[config.mk]
export PLATFORM = sky130hd
export DESIGN_NAME = k_and_s_datapath
export DESIGN_NICKNAME = d
export VERILOG_FILES = /design/src/rtl/k_and_s_datapath.sv
export SDC_FILE = /design/constraint.sdc
export NUM_CORES = 1
export LEC_CHECK = 0
export CORE_MARGIN = 2
export CORE_UTILIZATION = 55
export CTS_BUF_LIST = sky130_fd_sc_hd__clkbuf_2
export DETAILED_ROUTE_END_ITERATION = 10
export GPL_ROUTABILITY_DRIVEN = 1
export HOLD_SLACK_MARGIN = 0.15
export PLACE_DENSITY = 0.76
export REMOVE_ABC_BUFFERS = 1
export SLEW_MARGIN = 20
export SYNTH_ARGS = -nofsm -noshare
export SYNTH_HDL_FRONTEND = slang
export SYNTH_SLANG_ARGS = --single-unit
[constraint.sdc]
create_clock -name clk -period 7.3 [get_ports clk]
set_clock_uncertainty 0.2 [all_clocks]
set_input_delay 0.73 -clock clk [delete_from_list [all_inputs] [get_ports clk]]
set_output_delay 0.73 -clock clk [all_outputs]
set_load 0.005 [all_outputs]
[src/rtl/k_and_s_datapath.sv]
// K&S processor datapath: PC, IR, 4-entry register file, ALU, flags and RAM address/data muxing.
// Build macro K_AND_S_R0_ZERO_EN hardwires register r0 to zero.
package k_and_s_pkg;
    typedef enum logic [3:0] {
        I_NOP, I_BRANCH, I_BZERO, I_BNEG, I_BOV, I_BNOV, I_BNNEG, I_BNZERO,
        I_LOAD, I_STORE, I_MOVE, I_ADD, I_SUB, I_AND, I_OR, I_HALT
    } decoded_instruction_type;
endpackage

module k_and_s_datapath
    import k_and_s_pkg::*;
#(
    parameter int unsigned       DATA_W   = 16,
    parameter int unsigned       ADDR_W   = 5,
    parameter logic [ADDR_W-1:0] PC_RESET = '0
) (
    input  logic                    clk,
    input  logic                    rst_n,
    input  logic                    branch,
    input  logic                    pc_enable,
    input  logic                    ir_enable,
    input  logic                    write_reg_enable,
    input  logic                    addr_sel,
    input  logic                    c_sel,
    input  logic [1:0]              operation,
    input  logic                    flags_reg_enable,
    output decoded_instruction_type decoded_instruction,
    output logic                    zero_op,
    output logic                    neg_op,
    output logic                    unsigned_overflow,
    output logic                    signed_overflow,
    output logic [ADDR_W-1:0]       ram_addr,
    output logic [DATA_W-1:0]       ram_data_out,
    input  logic [DATA_W-1:0]       ram_data_in
);

    localparam int unsigned MSB = DATA_W - 1;

    logic [ADDR_W-1:0] pc_q, pc_d;
    logic [DATA_W-1:0] ir_q, ir_d;
    logic [DATA_W-1:0] regs_q [4];
    logic [DATA_W-1:0] regs_d [4];
    logic              zero_q, zero_d, neg_q, neg_d, uov_q, uov_d, sov_q, sov_d;

    logic [DATA_W-1:0] alu_a, alu_b, alu_result;
    logic [DATA_W:0]   alu_wide;
    logic [1:0]        wr_dest;
    logic [DATA_W-1:0] wr_data;

    always_comb begin
        decoded_instruction = I_NOP;
        case (ir_q[15:8])
            8'h01:   decoded_instruction = I_BRANCH;
            8'h02:   decoded_instruction = I_BZERO;
            8'h03:   decoded_instruction = I_BNEG;
            8'h04:   decoded_instruction = I_BOV;
            8'h05:   decoded_instruction = I_BNOV;
            8'h0A:   decoded_instruction = I_BNNEG;
            8'h0B:   decoded_instruction = I_BNZERO;
            8'h81:   decoded_instruction = I_LOAD;
            8'h82:   decoded_instruction = I_STORE;
            8'h91:   decoded_instruction = I_MOVE;
            8'hA1:   decoded_instruction = I_ADD;
            8'hA2:   decoded_instruction = I_SUB;
            8'hA3:   decoded_instruction = I_AND;
            8'hA4:   decoded_instruction = I_OR;
            8'hFF:   decoded_instruction = I_HALT;
            default: decoded_instruction = I_NOP;
        endcase
    end

    // MOVE feeds A into both ALU inputs so the OR operation copies A.
    always_comb begin
        alu_a    = regs_q[ir_q[3:2]];
        alu_b    = (decoded_instruction == I_MOVE) ? alu_a : regs_q[ir_q[5:4]];
        alu_wide = '0;
        uov_d    = 1'b0;
        sov_d    = 1'b0;
        case (operation)
            2'b01: begin
                alu_wide = {1'b0, alu_a} + {1'b0, alu_b};
                uov_d    = alu_wide[DATA_W];
                sov_d    = (alu_a[MSB] == alu_b[MSB]) && (alu_wide[MSB] != alu_a[MSB]);
            end
            2'b10: begin
                // Bit DATA_W of the widened difference is the borrow (A < B unsigned).
                alu_wide = {1'b0, alu_a} - {1'b0, alu_b};
                uov_d    = alu_wide[DATA_W];
                sov_d    = (alu_a[MSB] != alu_b[MSB]) && (alu_wide[MSB] != alu_a[MSB]);
            end
            2'b11:   alu_wide = {1'b0, alu_a & alu_b};
            default: alu_wide = {1'b0, alu_a | alu_b};
        endcase
        alu_result = alu_wide[DATA_W-1:0];
        zero_d     = (alu_result == '0);
        neg_d      = alu_result[MSB];
    end

    always_comb begin
        regs_d  = regs_q;
        wr_dest = c_sel ? ir_q[1:0] : ir_q[6:5];
        wr_data = c_sel ? alu_result : ram_data_in;
        if (write_reg_enable) begin
            regs_d[wr_dest] = wr_data;
        end
`ifdef K_AND_S_R0_ZERO_EN
        regs_d[0] = '0;
`endif
        pc_d = pc_q;
        if (pc_enable) begin
            pc_d = branch ? ir_q[ADDR_W-1:0] : pc_q + ADDR_W'(1);
        end
        ir_d = ir_enable ? ram_data_in : ir_q;
    end

    // NOTE: the register file is small and must read 0 after reset, so it is reset like any other flop.
    always_ff @(posedge clk or negedge rst_n) begin
        if (!rst_n) begin
            pc_q   <= PC_RESET;
            ir_q   <= '0;
            for (int i = 0; i < 4; i++) begin
                regs_q[i] <= '0;
            end
            zero_q <= 1'b0;
            neg_q  <= 1'b0;
            uov_q  <= 1'b0;
            sov_q  <= 1'b0;
        end else begin
            // NOTE: non-blocking updates keep every register sampling pre-edge values (old-value reads).
            pc_q   <= pc_d;
            ir_q   <= ir_d;
            regs_q <= regs_d;
            if (flags_reg_enable) begin
                zero_q <= zero_d;
                neg_q  <= neg_d;
                uov_q  <= uov_d;
                sov_q  <= sov_d;
            end
        end
    end

    assign zero_op           = zero_q;
    assign neg_op            = neg_q;
    assign unsigned_overflow = uov_q;
    assign signed_overflow   = sov_q;
    assign ram_addr          = addr_sel ? ir_q[ADDR_W-1:0] : pc_q;
    assign ram_data_out      = regs_q[ir_q[6:5]];

endmodule

==> metrics.txt, run 1 <==
# resized after CTS=0; Filler cells=1151; worst-margin pin slew=around 1.1 ns; VDD IR max=between 0.15 and 0.2 mV; estimated wirelength of the detail-placed design=roughly 15000 µm; vias in the first global route=between 6000 and 7000; Final Cycle Share=0.761; count of mapped cells out of synthesis=approximately 770; Max Slew Vio Count=0; Leakage=3.46 nW; Synth Cell Area=0.00748 mm²; post-synth top area share=0.294; Final min period=around 5.6 ns; DIE HEIGHT=121 µm; CTS tree=built; First-pass DRT Iterations=6; total of max-cap violations=0; Post-synth top flop=dfrtp_1; die width=between 100 and 150 µm; Max Clk Rate=approximately 180 MHz; initial antenna violation count=0; Async S/R FF share, synth=1.00; hold buffer count at CTS=1; Pwr Density=415 mW/mm²; sequential-to-total area share from yosys stat=0.294; nets=877; largest net degree at the start of global routing=72; Comb power frac=0.688; drt drc=0; H-tree Lvls=3; I/O pins=between 50 and 60; synth-to-layout area growth=8.24%; die area=about 0.015 mm²; dpl cells=~960; Setup crit start kind=flop; Core Area=around 0.013 mm²; Slew HR=0.288; endpoints failing setup=0; Clock power frac=0.059; status=completed; WL per Instance=20.2 µm; Rows=42; Clock Latency Late Sink=between 0.5 and 0.6 ns; vias per cell=approximately 6.4; most frequent cell after synthesis=nand2_1; wirelength, routed=~20000 µm; Internal=about 0.0018 W; critical path endpoint category=flop; crit-path cells=nor4_1 > nor2b_1 > a21oi_1 > o21ai_0 > nand2_1 > nand3_1 > nor2_1 > buf_4 > mux2_2 > ha_1 > inv_1 > fa_1 > nor3b_1 > a211o_2 > a221o_2 > a31o_4 > a221o_1 > a31oi_1 > a22oi_1 > or3_1 > o41ai_2; GPL Wtd Cong=0.961; Worst R2R Start=ir_q[13]; Initial Utilization=0.565; Reg power frac=0.252; gr usage total=0.278; crit path max fanout=16; largest area contributor in the netlist=dfrtp_1; Worst EP arrival=a little under 6 ns; post-synth cell types=74; via count=6190; CP delay by family, top=compound AO/OA/AOI/OAI gates; Worst-path clk slew=around 0.23 ns; DRT iter0 DRCs=approximately 740; Reg2Reg Setup Slack=1.75 ns; P_sw=approximately 0.0016 W; Final Hold Fails=0; Net Sw Frac=0.471; Finished Layout Cells=974; reg2reg path depth=21; number of synthesized flops with an enable pin=0; yosys warns=0; Critical Path Max Stage Delay=0.52 ns; Critical-path top delay cell=nor4_1; TritonCTS Buffers=9; Avg Inst Size Synth=~9.7 µm²; Post-synth top cells=103 x nand2_1, 88 x dfrtp_1, 79 x o21ai_0, 60 x inv_1, 55 x ha_1; first-pass GRT wire length=31700 µm; Bufs and invs on worst path=2; clock root cell=clkbuf_2; WS Path Type=flop to flop; final setup TNS=0 ns; Req. time, crit path=7.55 ns; # diodes=0; Bufs on Longest Clock Path=2; Setup Fix Bufs, Post-CTS=0; top cells by area, synth=dfrtp_1 29%, mux4_2 14%, ha_1 9.2%, mux2_2 5.4%, o21ai_0 5.3%; #FFs+latches synth=between 80 and 90; unrepaired setup endpoints after global routing=false; Min-Delay Path Class=input pin to asynchronous set/reset pin; grt ovf=0; share of cells above drive strength 1=0.157; Post-DRT Antenna Nets=0; # port buffers=55; clock sink count=~90; worst reg2reg path endpoint=zero_op
==> cells by family (layout without fill, tap and decap cells) <==
logic type	count (synthesis)	count (layout)	synth area share
xor gates and xnor gates	23	23	0.0269
buffers and inverters	113	142	0.0724
DFF	88	88	0.294
adders and majority gates	57	57	0.0973
AOI/OAI and AO/OA	207	207	0.180
and+or+nand+nor	181	181	0.109
muxes	100	100	0.220
==> metrics by stage <==
stage	setup WS, ns	hold WS (ns)	total power [W]	util	instance area (µm²)
floorplan	2.14	0.234	0.00249	-	7170
global placement	1.92	0.288	0.00304	0.605	8010
detailed placement	1.88	0.291	0.00312	0.605	8010
CTS	1.82	0.317	0.00332	0.612	8100
global route	1.36	0.330	0.00363	0.612	8100
finish	1.75	0.342	0.00336	0.612	8100
==> registers in the layout, indices dropped and copies added (netlist names) <==
| signal | count |
|---|---|
| zero_op | 1 |
| regs_q | 64 |
| pc_q | 5 |
| unsigned_overflow | 1 |
| ir_q | 15 |
| neg_op | 1 |
| signed_overflow | 1 |
==> placed cells by master (no fill, tap or decap), types with 11 or more instances in the layout <==
cell | synthesis | routed
xnor2_1 | 22 | 22
ha_1 | 55 | 55
nor2_1 | 15 | 15
mux4_2 | 48 | 48
mux2_2 | 36 | 36
mux2i_1 | 16 | 16
clkdlybuf4s50_1 | 0 | 54
nand2_1 | 103 | 103
dfrtp_1 | 88 | 87
inv_1 | 60 | 60
nor3_1 | 11 | 11
clkbuf_2 | 2 | 11
o21ai_0 | 79 | 78
a21oi_1 | 34 | 34
nand3_1 | 12 | 12
==> worst max path at each step <==
stage	from	endpoint	cells after the start
2_1_floorplan	ir_q[11]	zero_op	17
3_3_place_gp	ir_q[14]	zero_op	21
3_5_place_dp	ir_q[13]	regs_q[30]	21
4_1_cts	ir_q[14]	zero_op	21
5_1_grt	ir_q[14]	regs_q[15]	19
6_report	ir_q[13]	zero_op	21
==> layer usage <==
metal	vias up	GRT usage	routed length [µm]
met2	249	0.440	9420
met1	3045	0.398	8370
met3	47	0.0307	1370
li1	2849	-	-
met5	-	0	0
met4	0	0.0974	486
==> area by class of cell <==
type                       instances  area, µm²  area share
multi-input combinational        568       4740       0.586
sequential                        88       2200       0.272
clock inverter                     5       23.8     0.00293
timing repair buffer              65        626      0.0772
inverter                          61        229      0.0283
tap                              176        220      0.0272
clock buffer                      11       55.1     0.00680
==> worst reg2reg max path, cell delays in order, from the launching register on <==
cell	delay, ns
dfrtp_1	0.47
nor4_1	0.52
nor2b_1	0.22
a21oi_1	0.06
o21ai_0	0.16
nand2_1	0.07
nand3_1	0.10
nor2_1	0.07
buf_4	0.20
mux2_2	0.29
ha_1	0.17
inv_1	0.06
fa_1	0.41
nor3b_1	0.16
a211o_2	0.30
a221o_2	0.39
a31o_4	0.27
a221o_1	0.30
a31oi_1	0.15
a22oi_1	0.14
or3_1	0.44
o41ai_2	0.32
==> power groups by stage <==
stage	clock, W	combinational [W]	sequential [W]
6_report	0.000199	0.00231	0.000848
5_1_grt	0.000224	0.00253	0.000876
4_1_cts	0.000204	0.00228	0.000843
3_5_place_dp	0	0.00226	0.000856
3_3_place_gp	0	0.00221	0.000828
2_1_floorplan	0	0.00169	0.000799
Power figures use the tool's default switching activity.
==> run 2: changes to the inputs <==
==> constraint.sdc (replaced) <==
create_clock -name clk -period 5.5 [get_ports clk]
set_clock_uncertainty 0.2 [all_clocks]
set_input_delay 0.55 -clock clk [delete_from_list [all_inputs] [get_ports clk]]
set_output_delay 0.55 -clock clk [all_outputs]
set_load 0.005 [all_outputs]
==> metrics.txt, run 2 (synthesis results as in run 1) <==
worst setup margin=0.0822 ns (-1.66 ns); initial antenna violation count=1 (+1); Slew HR=0.314 (+0.0254); H-tree Lvls=3 (unchanged); die area=0.0146 mm² (unchanged); Reg2Reg Setup Slack=0.08 ns (-1.66 ns); Rows=42 (unchanged); via count=6342 (+2.5%); crit path max fanout=9 (-7); Core Area=0.0132 mm² (unchanged); total power=0.00463 W (+38%); Max Clk Rate=185 MHz (+2.5%); Worst R2R Start=ir_q[13]; Initial Utilization=0.565 (unchanged); Worst-path clk slew=0.23 ns (about the same); CP delay by family, top=compound AO/OA/AOI/OAI gates; Clock Latency Late Sink=0.55 ns (about the same); wirelength, routed=20300 µm (+3.4%); Critical-path top delay cell=dfrtp_2; Critical Path Source=ir_q[13]; First-pass DRT Iterations=6 (unchanged); worst reg2reg path endpoint=regs_q[30]; GPL Wtd Cong=1.00 (+4.4%); Post-DRT Antenna Nets=0 (unchanged); post-route cell area=0.00829 mm² (+2.3%); worst-margin pin slew=1.03 ns (-0.0379 ns); TritonCTS Buffers=9 (unchanged); synth-to-layout area growth=10.8%; reg2reg path depth=20 (-4.8%); Comb power frac=0.680 (-0.008); Leakage=3.54 nW (+2.3%); Hold Path Sink=zero_op; gr usage total=0.282 (+0.00382); WS Path Type=flop to flop; Fin Hold WS=0.354 ns (+0.0111 ns); Critical Path Max Stage Delay=0.50 ns (-0.02 ns); vias per cell=6.43 (+1.1%); DIE HEIGHT=121 µm (unchanged); drt drc=0 (unchanged); Final Hold Fails=0 (unchanged); CTS tree=built; grt ovf=0 (unchanged); top flop regs=regs_q x64, ir_q x15, pc_q x5; vias in the first global route=6180 (+2.3%); Req. time, crit path=5.78 ns (-1.77 ns); Worst EP arrival=5.70 ns (-0.10 ns); Hold Path Cell Cnt=2; P_sw=0.00214 W (+35%); commonest non-fill, non-tap cell in the layout=nand2_1; Reg power frac=0.241 (-0.011); worst hold path startpoint=zero_op; die width=121 µm (unchanged); total of max-cap violations=0 (unchanged); share of cells above drive strength 1=0.178 (+0.0211); Pwr Density=558 mW/mm² (+35%); Final Cycle Share=0.985 (+0.224); crit-path cells=nor4_4 > nor2b_1 > a21oi_1 > o21ai_0 > nand2_1 > nand3_1 > nor2_4 > mux2_2 > ha_1 > inv_1 > fa_1 > nor3b_1 > a211o_2 > a221o_2 > a31o_4 > a211oi_2 > mux2_2 > a32oi_2 > mux2i_1 > o21ai_0; nets=889 (+1.4%); Bufs and invs on worst path=1 (-1); worst slack, placed=-0.145 ns (-2.02 ns); Clock power frac=0.079 (+0.020); max reg flops=64 (unchanged); Max Slew Vio Count=0 (unchanged); Min-Delay Path Class=flop to flop; Net Sw Frac=0.462 (-0.00878); post-layout util=0.626 (+0.0143); WL per Instance=20.6 µm (+2.0%); largest net degree at the start of global routing=89 (+24%); Filler cells=1090 (-5.3%); Final min period=5.42 ns (-0.136 ns); I/O pins=56 (unchanged); Internal=0.00249 W (+40%); critical path endpoint category=flop; commonest non-fill, non-tap cells in the layout=102 x nand2_1, 85 x dfrtp_1, 76 x o21ai_0, 60 x inv_1, 55 x ha_1; first-pass GRT wire length=32100 µm (+1.2%); DP Area=0.00808 mm² (+0.84%); clock root cell=clkbuf_2; status=completed; DRT iter0 DRCs=802 (+8.1%); endpoints failing setup=0 (unchanged); estimated wirelength of the detail-placed design=14800 µm (+2.0%); clock sink count=88 (unchanged); # port buffers=55 (unchanged); Setup crit start kind=flop; VDD IR max=0.246 mV (+47%); Biggest register=regs_q; Bufs on Longest Clock Path=2 (unchanged)
[run 2: worst max-delay path by stage]
stage / slack [ns] / cells past startpoint / to
after floorplan: 0.34 / 17 / zero_op
after global placement: -0.002 / 17 / regs_q[30]
after detailed placement: -0.15 / 17 / regs_q[14]
after CTS: 0.06 / 17 / regs_q[14]
after global routing: -0.18 / 20 / regs_q[30]
final: 0.08 / 20 / regs_q[30]
[run 2: layout make-up]
| class | instances | area [µm²] | area share |
|---|---|---|---|
| Multi-Input combinational cell | 568 | 4780 | 0.577 |
| Sequential cell | 88 | 2210 | 0.266 |
| Timing Repair Buffer | 77 | 719 | 0.0868 |
| Inverter | 61 | 229 | 0.0276 |
| Tap cell | 176 | 220 | 0.0266 |
| Clock inverter | 7 | 86.3 | 0.0104 |
| Clock buffer | 9 | 45.0 | 0.00543 |
| Antenna cell | 1 | 2.50 | 0.000302 |
[run 2: worst register-to-register path: cells and delay by family (launching register included)]
family	cells	cell delay (ns)
fa+ha+maj	2	0.59
flops	1	0.50
compound gates	8	2.06
mux	3	0.85
buf+inv	1	0.06
simple gates	6	1.08
[run 2: metrics by stage]
stage / setup TNS (ns) / std cells
after floorplan: 0 / 717
after global placement: -0.00187 / 966
after detailed placement: -0.518 / 966
after CTS: 0 / 983
after global routing: -0.893 / 987
final: 0 / 987
[run 2: power groups by stage]
stage | clock network [W] | registers, W | logic, W
after floorplan | 0 | 0.00106 | 0.00224
after global placement | 0 | 0.00109 | 0.00295
after detailed placement | 0 | 0.00112 | 0.00305
after CTS | 0.000370 | 0.00111 | 0.00307
after global routing | 0.000394 | 0.00115 | 0.00343
final | 0.000364 | 0.00112 | 0.00315
[run 2: layer usage]
| metal | up-vias | track usage | wire (µm) |
|---|---|---|---|
| li1 | 2876 | - | - |
| met1 | 3094 | 0.384 | 8400 |
| met2 | 324 | 0.451 | 9760 |
| met3 | 48 | 0.0547 | 1640 |
| met4 | 0 | 0.0981 | 517 |
| met5 | - | 0 | 0 |
[run 2: timing repair]
action / CTS / global route
hold endpoints to repair: 88 / 0
pin swaps: 0 / 0
resized for setup: 1 / 9
hold buffers: 1 / 0
endpoints found under the setup margin: 9 / 9
buffers inserted: 0 / 3
